===== config.mk =====
export PLATFORM = sky130hd
export DESIGN_NAME = tff_bank_arbiter
export DESIGN_NICKNAME = d
export VERILOG_FILES = /design/src/rtl/tff_bank_arbiter.sv
export SDC_FILE = /design/constraint.sdc
export NUM_CORES = 1
export LEC_CHECK = 0
export BUFFER_PORTS_ARGS = -buffer_cell sky130_fd_sc_hd__buf_4
export CAP_MARGIN = 20
export CORE_UTILIZATION = 45
export CTS_BUF_LIST = sky130_fd_sc_hd__clkbuf_4 sky130_fd_sc_hd__clkbuf_8
export DETAILED_ROUTE_END_ITERATION = 12
export GPL_TIMING_DRIVEN = 0
export PLACE_DENSITY = 0.73
export SKIP_CTS_REPAIR_TIMING = 1
export SYNTH_ARGS = -nofsm -noshare
export SYNTH_HDL_FRONTEND = slang
export SYNTH_SLANG_ARGS = --single-unit

===== constraint.sdc =====
create_clock -name clk -period 4.3 [get_ports clk]
set_clock_uncertainty 0.1 [all_clocks]
set_input_delay 0.215 -clock clk [delete_from_list [all_inputs] [get_ports clk]]
set_output_delay 0.215 -clock clk [all_outputs]
set_load 0.03 [all_outputs]

===== src/rtl/tff_bank_arbiter.sv =====
// Round-robin arbiter granting N_REQ requesters exclusive access to a bank of
// WIDTH toggle flip-flops; each grant applies one latched toggle mask and acks.
module tff_bank_arbiter #(
    parameter int N_REQ = 4,
    parameter int WIDTH = 8
) (
    input  logic                     clk,
    input  logic                     rst,
    input  logic [N_REQ-1:0]         req,
    input  logic [N_REQ*WIDTH-1:0]   mask,
    input  logic                     clr,
    output logic [N_REQ-1:0]         gnt,
    output logic [N_REQ-1:0]         ack,
    output logic [WIDTH-1:0]         q,
    output logic [WIDTH-1:0]         qb,
    output logic                     busy
);

    localparam int IW = $clog2(N_REQ);
    localparam logic [N_REQ-1:0] ONE_HOT0 = {{(N_REQ-1){1'b0}}, 1'b1};
    localparam logic [IW-1:0]    LAST_RESET = IW'(N_REQ - 1);

    typedef enum logic [1:0] {
        IDLE,
        APPLY,
        ACK
    } state_t;

    state_t          state, state_next;
    logic [IW-1:0]   last_granted;
    logic [IW-1:0]   cur_idx;
    logic [IW-1:0]   sel_idx;
    logic [IW:0]     cand;
    logic            found;
    logic [WIDTH-1:0] latched_mask;

    // Search upward from the requester after the last one served, wrapping.
    always_comb begin
        found   = 1'b0;
        sel_idx = '0;
        cand    = '0;
        for (int k = 1; k <= N_REQ; k++) begin
            cand = {1'b0, last_granted} + (IW+1)'(k);
            if (cand >= (IW+1)'(N_REQ))
                cand = cand - (IW+1)'(N_REQ);
            if (!found && req[cand[IW-1:0]]) begin
                found   = 1'b1;
                sel_idx = cand[IW-1:0];
            end
        end
    end

    always_comb begin
        state_next = state;
        case (state)
            IDLE:    if (found) state_next = APPLY;
            APPLY:   state_next = ACK;
            ACK:     state_next = IDLE;
            default: state_next = IDLE;
        endcase
    end

    always_ff @(posedge clk or negedge rst) begin
        if (!rst)
            state <= IDLE;
        else
            state <= state_next;
    end

    // clr wins over a toggle landing on the same edge.
    always_ff @(posedge clk or negedge rst) begin
        if (!rst) begin
            gnt          <= '0;
            cur_idx      <= '0;
            last_granted <= LAST_RESET;
            latched_mask <= '0;
            q            <= '0;
        end else begin
            if (state == IDLE && found) begin
                gnt          <= ONE_HOT0 << sel_idx;
                cur_idx      <= sel_idx;
                latched_mask <= mask[sel_idx*WIDTH +: WIDTH];
            end
            if (state == ACK) begin
                gnt          <= '0;
                last_granted <= cur_idx;
            end
            if (clr)
                q <= '0;
            else if (state == APPLY)
                q <= q ^ latched_mask;
        end
    end

    assign ack  = (state == ACK) ? gnt : '0;
    assign qb   = ~q;
    assign busy = (state != IDLE);

endmodule


==> results of run 1 <==
==> cells by family after synthesis <==
kind of cell,after synthesis,share of synthesized area
AOI/OAI and AO/OA,36,0.204
DFF,26,0.460
buffers and inverters,15,0.0573
xor gates and xnor gates,8,0.0493
and+or+nand+nor,51,0.167
muxes,9,0.0634
==> flip-flops by register name, summed over array words and instances, names as in the netlist <==
signal / cells
last_granted: 2
cur_idx: 2
state: 2
q: 8
gnt: 4
latched_mask: 8
==> power groups by stage <==
stage | clock network (mW) | logic, mW | registers (mW)
global route | 0.182 | 0.959 | 0.455
detailed placement | 0 | 0.884 | 0.444
CTS | 0.175 | 0.886 | 0.438
global placement | 0 | 0.869 | 0.438
floorplan | 0 | 0.508 | 0.533
finish | 0.171 | 0.877 | 0.438
==> worst max-delay path, stage by stage, from the launching register on <==
cell and delay [ns]:
dfstp_2 0.62, mux2i_1 0.23, a2bb2oi_2 0.36, and2_1 0.20
buf_6 0.17, buf_6 0.16, a211oi_1 0.08, a211oi_1 0.21
==> stage by stage <==
step | hold WS [ns] | setup WS [ns]
2_1_floorplan | -0.181 | 2.38
3_3_place_gp | 0.0376 | 2.18
3_5_place_dp | 0.0490 | 2.09
4_1_cts | -0.328 | 2.06
5_1_grt | 0.111 | 1.90
6_report | 0.107 | 2.07
==> cells in the final DEF, fill, tap and decap left out, drive strengths merged <==
cell type and n:
buf 66, dfrtp 24, nand2 19, nor2 17
a211oi 16, inv 10, a21boi 9, mux2i 9
xnor2 8, and2 5, nor2b 4, o21ai 4
clkbuf 4, nand3 2, a32o 2, dfstp 2
o21bai 1, a2bb2oi 1, o21a 1, or2 1
nand3b 1, o31ai 1, a31oi 1, nand4 1
nand2b 1, bufinv 1, dlygate4sd3 1
==> how the worst min path moves through the flow <==
stage	startpoint	to	slack [ns]	cells after the start
after floorplan	rst	cur_idx[0]	-0.18	0
after global placement	rst	q[5]	0.04	1
after detailed placement	rst	q[5]	0.05	1
after CTS	rst	q[5]	-0.33	1
after global routing	mask[12]	latched_mask[4]	0.11	3
final	mask[10]	latched_mask[2]	0.11	3
==> cell type report <==
cell class,instances,area (µm²),share of cell area
clock buffers,3,22.5,0.0112
well taps,44,55.1,0.0275
repair buffers,63,475,0.237
inverters,10,40.0,0.0200
plain buffers,5,41.3,0.0206
multi-input cells,104,686,0.342
clock inverters,1,30.0,0.0150
flip-flops and latches,26,653,0.326
==> per-layer routing <==
layer  up-vias  wire length (µm)  track usage
li1        631                 -            -
met1       605              1380        0.262
met2        47              1820        0.411
met3         6               143       0.0223
met4         0                55       0.0918
met5         -                 0            0
==> flow_summary.ini, run 1 <==
[power]
comb_power_share = 0.590
seq_power_share = 0.295
p_switching_mw = 0.671
power_mw = 1.49
vdd_drop_max_mv = 0.338
power.density_mw_per_mm2 = 742
switching_share = 0.451
clkPwrFrac = 0.115
power.leakage_nw = 0.943
power.internal_mw = 0.815

[worst_setup_path]
rr_startpoint = last_granted[1]
regToRegEndpoint = latched_mask[7]
critPathKind = register to register
critPathRequiredTime_ns = 4.45
critical_path_arrival_ns = 2.38
cp-startpoint = last_granted[1]
endpoint = latched_mask[7]
r2r_cells = 7
critPathMaxFanout = 10
cp-start-kind = register
rrSetupSlack_ns = 2.07
end_kind = register

[clock_tree]
cts_tree = done
cts_buffers = 3
insertion_delay_ns = 0.33
htreeDepth = 1
cts.reportedPaths.clkPinSlew_ns = 0.15
clk_path_buf_depth = 2
ctsRootBufferMaster = clkbuf_4
clock-sinks = 26

[place]
placed_cells = 251
placed_area_mm2 = 0.00194
port_buffers = 62
place.gp.congestion = 0.796
dp_hpwl_mm = 2.64

[run_status]
status = completed

[global_route]
gr-total-overflow = 0
grt_antenna_before_repair = 0
grt_pass1_vias = 1318
grt_usage = 0.222
grt_max_degree = 27
grt_pass1_wl_mm = 5.69

[timing]
min_period_over_period = 0.519
timing.setup.tns_ns = 0
hold_viol_final = 0
rsz0062_at_grt = no
finalSetupViolations = 0
worst_pin_slew_ns = 0.966
fmax_mhz = 448
maxSlewViolCount = 0
maxSlewHeadroom = 0.353
period_needed_ns = 2.23

[final_layout]
area_growth_pct = 41.1
final_util = 0.662
stdcell_count = 256
fin_area_mm2 = 0.00200
diodes = 0
fill_cells = 246
layout-drive-gt1-share = 0.363
final_nets = 252

[worst_hold_path]
hold_path.class = input port to register

[flow_run]
maxCapViolCount = 0

[floorplan]
core-area_mm2 = 0.00303
io_pins = 64
start_util = 0.469
num_rows = 20
dieArea_mm2 = 0.00338
die_w_um = 58.2
die_h_um = 58.2

[logic_synthesis]
synth_top_area_share = 0.423
post-synth-top-count-cell = dfrtp_1
yosysSeqAreaShare = 0.460
synth_cells = 145
synth_edf_count = 0
yosysUniqueCellTypes = 27
async_reset_ff_frac = 1.00
ys_top_cells_by_count = dfrtp_1, nand2_1, nor2_1, a211oi_1
yosysTopAreaCell = dfrtp_1
synth_area_mm2 = 0.00142
synth_area_leaders = dfrtp_1, a211oi_1, mux2i_1
synth_seq_cells = 26
synth_warnings = 0
syn_nets = 184
postSynthAreaPerCell_um2 = 9.79
ys.flop_type = dfrtp_1

[route]
drtIter0Drc = 44
via_per_inst = 5.04
vias = 1289
antenna_left = 0
drtPass1Iterations = 4
wl_mm = 3.41
route.detailed.drc = 0
wl_per_cell_um = 13.3
Note: power is estimated with default switching activity, not from simulation.
==> run 2: changes to the inputs <==
CORE_UTILIZATION = 44   (was 45)
PLACE_DENSITY = 0.75   (was 0.73)
clock period = 1.9 ns   (was 4.3 ns; I/O delays follow)
==> flow_summary.ini, run 2 (synthesis gave the netlist of run 1 again) <==
[floorplan]
core-area_mm2 = 0.00305
die_h_um = 58.8
dieArea_mm2 = 0.00346
start_util = 0.465
io_pins = 64
die_w_um = 58.8
num_rows = 20

[clock_tree]
clk_path_buf_depth = 2
insertion_delay_ns = 0.32
cts_buffers = 3
clock-sinks = 26
ctsRootBufferMaster = clkbuf_4
cts_tree = done
htreeDepth = 1
cts.reportedPaths.clkPinSlew_ns = 0.14

[timing]
fmax_mhz = 488
period_needed_ns = 2.05
rsz0062_at_grt = yes
maxSlewViolCount = 0
finalSetupViolations = 9
hold-worst-slack_ns = -0.0102
hold_viol_final = 1
min_period_over_period = 1.08
final.setup.worst_slack_ns = -0.151
maxSlewHeadroom = 0.613
worst_pin_slew_ns = 0.578

[power]
power.density_mw_per_mm2 = 1670
power.leakage_nw = 1.03
power_mw = 3.71
vdd_drop_max_mv = 0.817

[route]
wl_mm = 3.82
wl_per_cell_um = 14.1
drtIter0Drc = 52
antenna_left = 0
via_per_inst = 5.04
vias = 1366
drtPass1Iterations = 4
route.detailed.drc = 0

[place]
port_buffers = 62
dp_hpwl_mm = 2.69
place.gp.congestion = 0.838
placed_cells = 251

[worst_hold_path]
hold_path.class = input port to register

[worst_setup_path]
cp_num_buf_inv = 2
cp_top_family = flip-flops
cp-start-kind = register
critPathKind = register to register
critical_path_arrival_ns = 2.14
end_kind = register
critical_path.slowest_cell = dfstp_2
critPathRequiredTime_ns = 1.99
critPathMaxStageDelay_ns = 0.64
critPathMaxFanout = 7
cp_cell_sequence = mux2i_2 > a2bb2oi_4 > and2_4 > buf_8 > buf_4 > mux2i_1 > a211oi_1

[global_route]
gr-total-overflow = 0
grt_pass1_wl_mm = 5.63
grt_usage = 0.216
grt_pass1_vias = 1281
grt_max_degree = 27
grt_antenna_before_repair = 0

[final_layout]
layout-drive-gt1-share = 0.441
stdcell_count = 271
multi_input_area_um2 = 748
final_util = 0.725
reg_top3 = latched_mask (8), q (8), gnt (4)
fill_cells = 238
final_common_cell = buf_4
final_nets = 267
diodes = 0
regArea_um2 = 653
mostFrequentLayoutCells = buf_4, dfrtp_1, nand2_1, nor2_1, a211oi_1
area_growth_pct = 55.9

[run_status]
violations = negative hold slack, negative setup slack
status = complete, but fails checks

[flow_run]
maxCapViolCount = 0
==> run 2: per-layer routing <==
layer  share of wire  GRT usage  up-vias  routed length [µm]
met1            0.41      0.276      654                1580
met2            0.53      0.370       47                2040
met4           0.012     0.0612        0                  46
met3           0.040     0.0440        6                 154
met5               0          0        -                   0
li1                -          -      659                   -
==> run 2: power breakdown <==
group / internal, mW / switching [mW] / leakage, nW
sequential: 0.831 / 0.179 / 0.319
clock: 0.213 / 0.167 / 0.0279
combinational: 1.03 / 1.29 / 0.687
==> run 2: worst reg2reg max path, stage by stage (launching register included) <==
cell,delay [ns]
dfstp_2,0.64
mux2i_2,0.28
a2bb2oi_4,0.21
and2_4,0.17
buf_8,0.13
buf_4,0.13
mux2i_1,0.19
a211oi_1,0.09
==> run 2: area by class of cell <==
| type | instances | area share |
|---|---|---|
| Clock buffer | 3 | 0.0102 |
| Tap cell | 44 | 0.0249 |
| Clock inverter | 1 | 0.0136 |
| Multi-Input combinational cell | 104 | 0.338 |
| Inverter | 10 | 0.0181 |
| Buffer | 5 | 0.0220 |
| Timing Repair Buffer | 78 | 0.279 |
| Sequential cell | 26 | 0.295 |
==> run 2: per-stage QoR <==
stage / TNS (ns) / setup WS (ns) / instance area (µm²)
4_1_cts: -2.58 / -0.306 / 1990
3_3_place_gp: -1.57 / -0.203 / 1940
3_5_place_dp: -2.13 / -0.258 / 1940
2_1_floorplan: -0.0154 / -0.0154 / 1420
6_report: -1.02 / -0.151 / 2210
5_1_grt: -2.03 / -0.297 / 2210
==> run 2: final timing paths <==
check / start / endpoint / slack, ns / depth (start not counted)
max in group asynchronous: rst / last_granted[0] / 1.32 / 2
worst max register to register: last_granted[1] / latched_mask[0] / -0.15 / 7
worst min register to register: cur_idx[1] / last_granted[1] / 0.40 / 2
min in group asynchronous: rst / q[3] / 0.09 / 2
worst min-delay path: mask[18] / latched_mask[2] / -0.01 / 3
worst max-delay path: last_granted[1] / latched_mask[0] / -0.15 / 7
==> run 3: changes to the inputs <==
ABC_CLOCK_PERIOD_IN_PS = 1900   (was unset)
PLACE_DENSITY = 0.88   (was 0.75)
==> flow_summary.ini, run 3 (synthesis gave the netlist of run 1 again) <==
[place]
place.gp.congestion = 0.767
port_buffers = 62
dp_hpwl_mm = 2.57
placed_cells = 251
placed_area_mm2 = 0.00194

[power]
seq_power_share = 0.284
power.internal_mw = 1.92
power.leakage_nw = 0.994
power.density_mw_per_mm2 = 1640
comb_power_share = 0.636
vdd_drop_max_mv = 0.730
switching_share = 0.454
clkPwrFrac = 0.080
p_switching_mw = 1.60
power_mw = 3.51

[floorplan]
die_w_um = 58.8
core-area_mm2 = 0.00305
io_pins = 64
num_rows = 20
start_util = 0.465
dieArea_mm2 = 0.00346
die_h_um = 58.8

[worst_setup_path]
critPathKind = register to register
cp-start-kind = register
r2r_cells = 7
critPathRequiredTime_ns = 1.99
end_kind = register
cp-startpoint = last_granted[1]
rrSetupSlack_ns = -0.16
critical_path_arrival_ns = 2.15
rr_startpoint = last_granted[1]
endpoint = latched_mask[6]
critPathMaxFanout = 7
regToRegEndpoint = latched_mask[6]

[route]
vias = 1347
drtIter0Drc = 38
highest_layer = met4
antenna_left = 0
drtPass1Iterations = 4
wl_met3_um = 172
drt-met1-wl_mm = 1.51
wl_per_cell_um = 13.6
routed-wl-met2_mm = 1.87
route.detailed.drc = 0
via_per_inst = 5.06
wl_mm = 3.63

[clock_tree]
clk_path_buf_depth = 2
htreeDepth = 1
cts_buffers = 3
insertion_delay_ns = 0.32
cts.reportedPaths.clkPinSlew_ns = 0.14
ctsRootBufferMaster = clkbuf_4
clock-sinks = 26
cts_tree = done

[global_route]
grt_usage = 0.213
gr-total-overflow = 0
grt_max_degree = 27
grt_antenna_before_repair = 0
grt_pass1_wl_mm = 5.46
grt_pass1_vias = 1220

[final_layout]
diodes = 0
final_nets = 262
regArea_um2 = 653
stdcell_count = 266
multi_input_area_um2 = 748
fill_cells = 249
fin_area_mm2 = 0.00214
mostFrequentLayoutCells = buf_4, dfrtp_1, nand2_1, nor2_1, a211oi_1
final_common_cell = buf_4
layout-drive-gt1-share = 0.428
reg_top3 = latched_mask (8), q (8), gnt (4)
area_growth_pct = 50.5

[timing]
maxSlewViolCount = 0
rsz0062_at_grt = yes
min_period_over_period = 1.08
final.setup.worst_slack_ns = -0.160
maxSlewHeadroom = 0.586
hold_viol_final = 4
timing.setup.tns_ns = -1.00
finalSetupViolations = 8
period_needed_ns = 2.06
hold-worst-slack_ns = -0.00253
worst_pin_slew_ns = 0.619
fmax_mhz = 485

[flow_run]
maxCapViolCount = 0

[run_status]
status = complete, but fails checks
violations = negative hold slack, negative setup slack

[worst_hold_path]
hold_path.class = input port to register
-- run 3: cell types whose count changed in the layout (fill, tap and decap cells not counted), moves of 2 or more --
cell | before | now
o21ai_2 | 2 | 0
o21ai_0 | 2 | 4
dlygate4sd3_1 | 3 | 1
buf_8 | 2 | 0
-- run 3: how the worst min path moves through the flow --
stage	from	endpoint	slack (ns)	depth (start not counted)
floorplan	rst	cur_idx[0]	-0.30	0
global placement	rst	q[6]	-0.09	1
detailed placement	rst	q[6]	-0.09	1
CTS	rst	q[6]	-0.44	1
global route	clr	q[4]	0.002	2
finish	clr	q[2]	-0.003	2
-- run 3: power by group through the flow --
stage / Sequential [mW] / Clock (mW) / Combinational (mW)
after CTS: 0.992 / 0.280 / 2.01
after global routing: 1.03 / 0.307 / 2.39
after detailed placement: 1.00 / 0 / 2.01
final: 0.997 / 0.282 / 2.23
after floorplan: 1.21 / 0 / 1.15
after global placement: 0.992 / 0 / 1.96
-- run 3: critical path, stage by stage (launching register included) --
cell and delay [ns]:
dfstp_2 0.62, mux2i_2 0.28, a2bb2oi_4 0.21, and2_4 0.16, buf_6 0.10, buf_12 0.14
mux2i_4 0.23, a211oi_1 0.09
-- run 3: final cells by class --
cell class                      instances  area share
Tap cell                               44      0.0258
Inverter                               10      0.0187
Clock buffer                            4      0.0170
Multi-Input combinational cell        104       0.350
Timing Repair Buffer                   73       0.263
Sequential cell                        26       0.306
Buffer                                  5      0.0193
-- run 3: metrics by stage --
| stage | worst slack (ns) | utilization |
|---|---|---|
| finish | -0.160 | 0.700 |
| global route | -0.229 | 0.700 |
| CTS | -0.345 | 0.648 |
| detailed placement | -0.296 | 0.636 |
| global placement | -0.278 | 0.636 |
| floorplan | -0.0154 | - |
-- run 3: metal layers --
metal | up-vias | GRT usage
met1 | 624 | 0.257
met2 | 63 | 0.375
li1 | 652 | -
met4 | 0 | 0.0986
met5 | - | 0
met3 | 8 | 0.0286
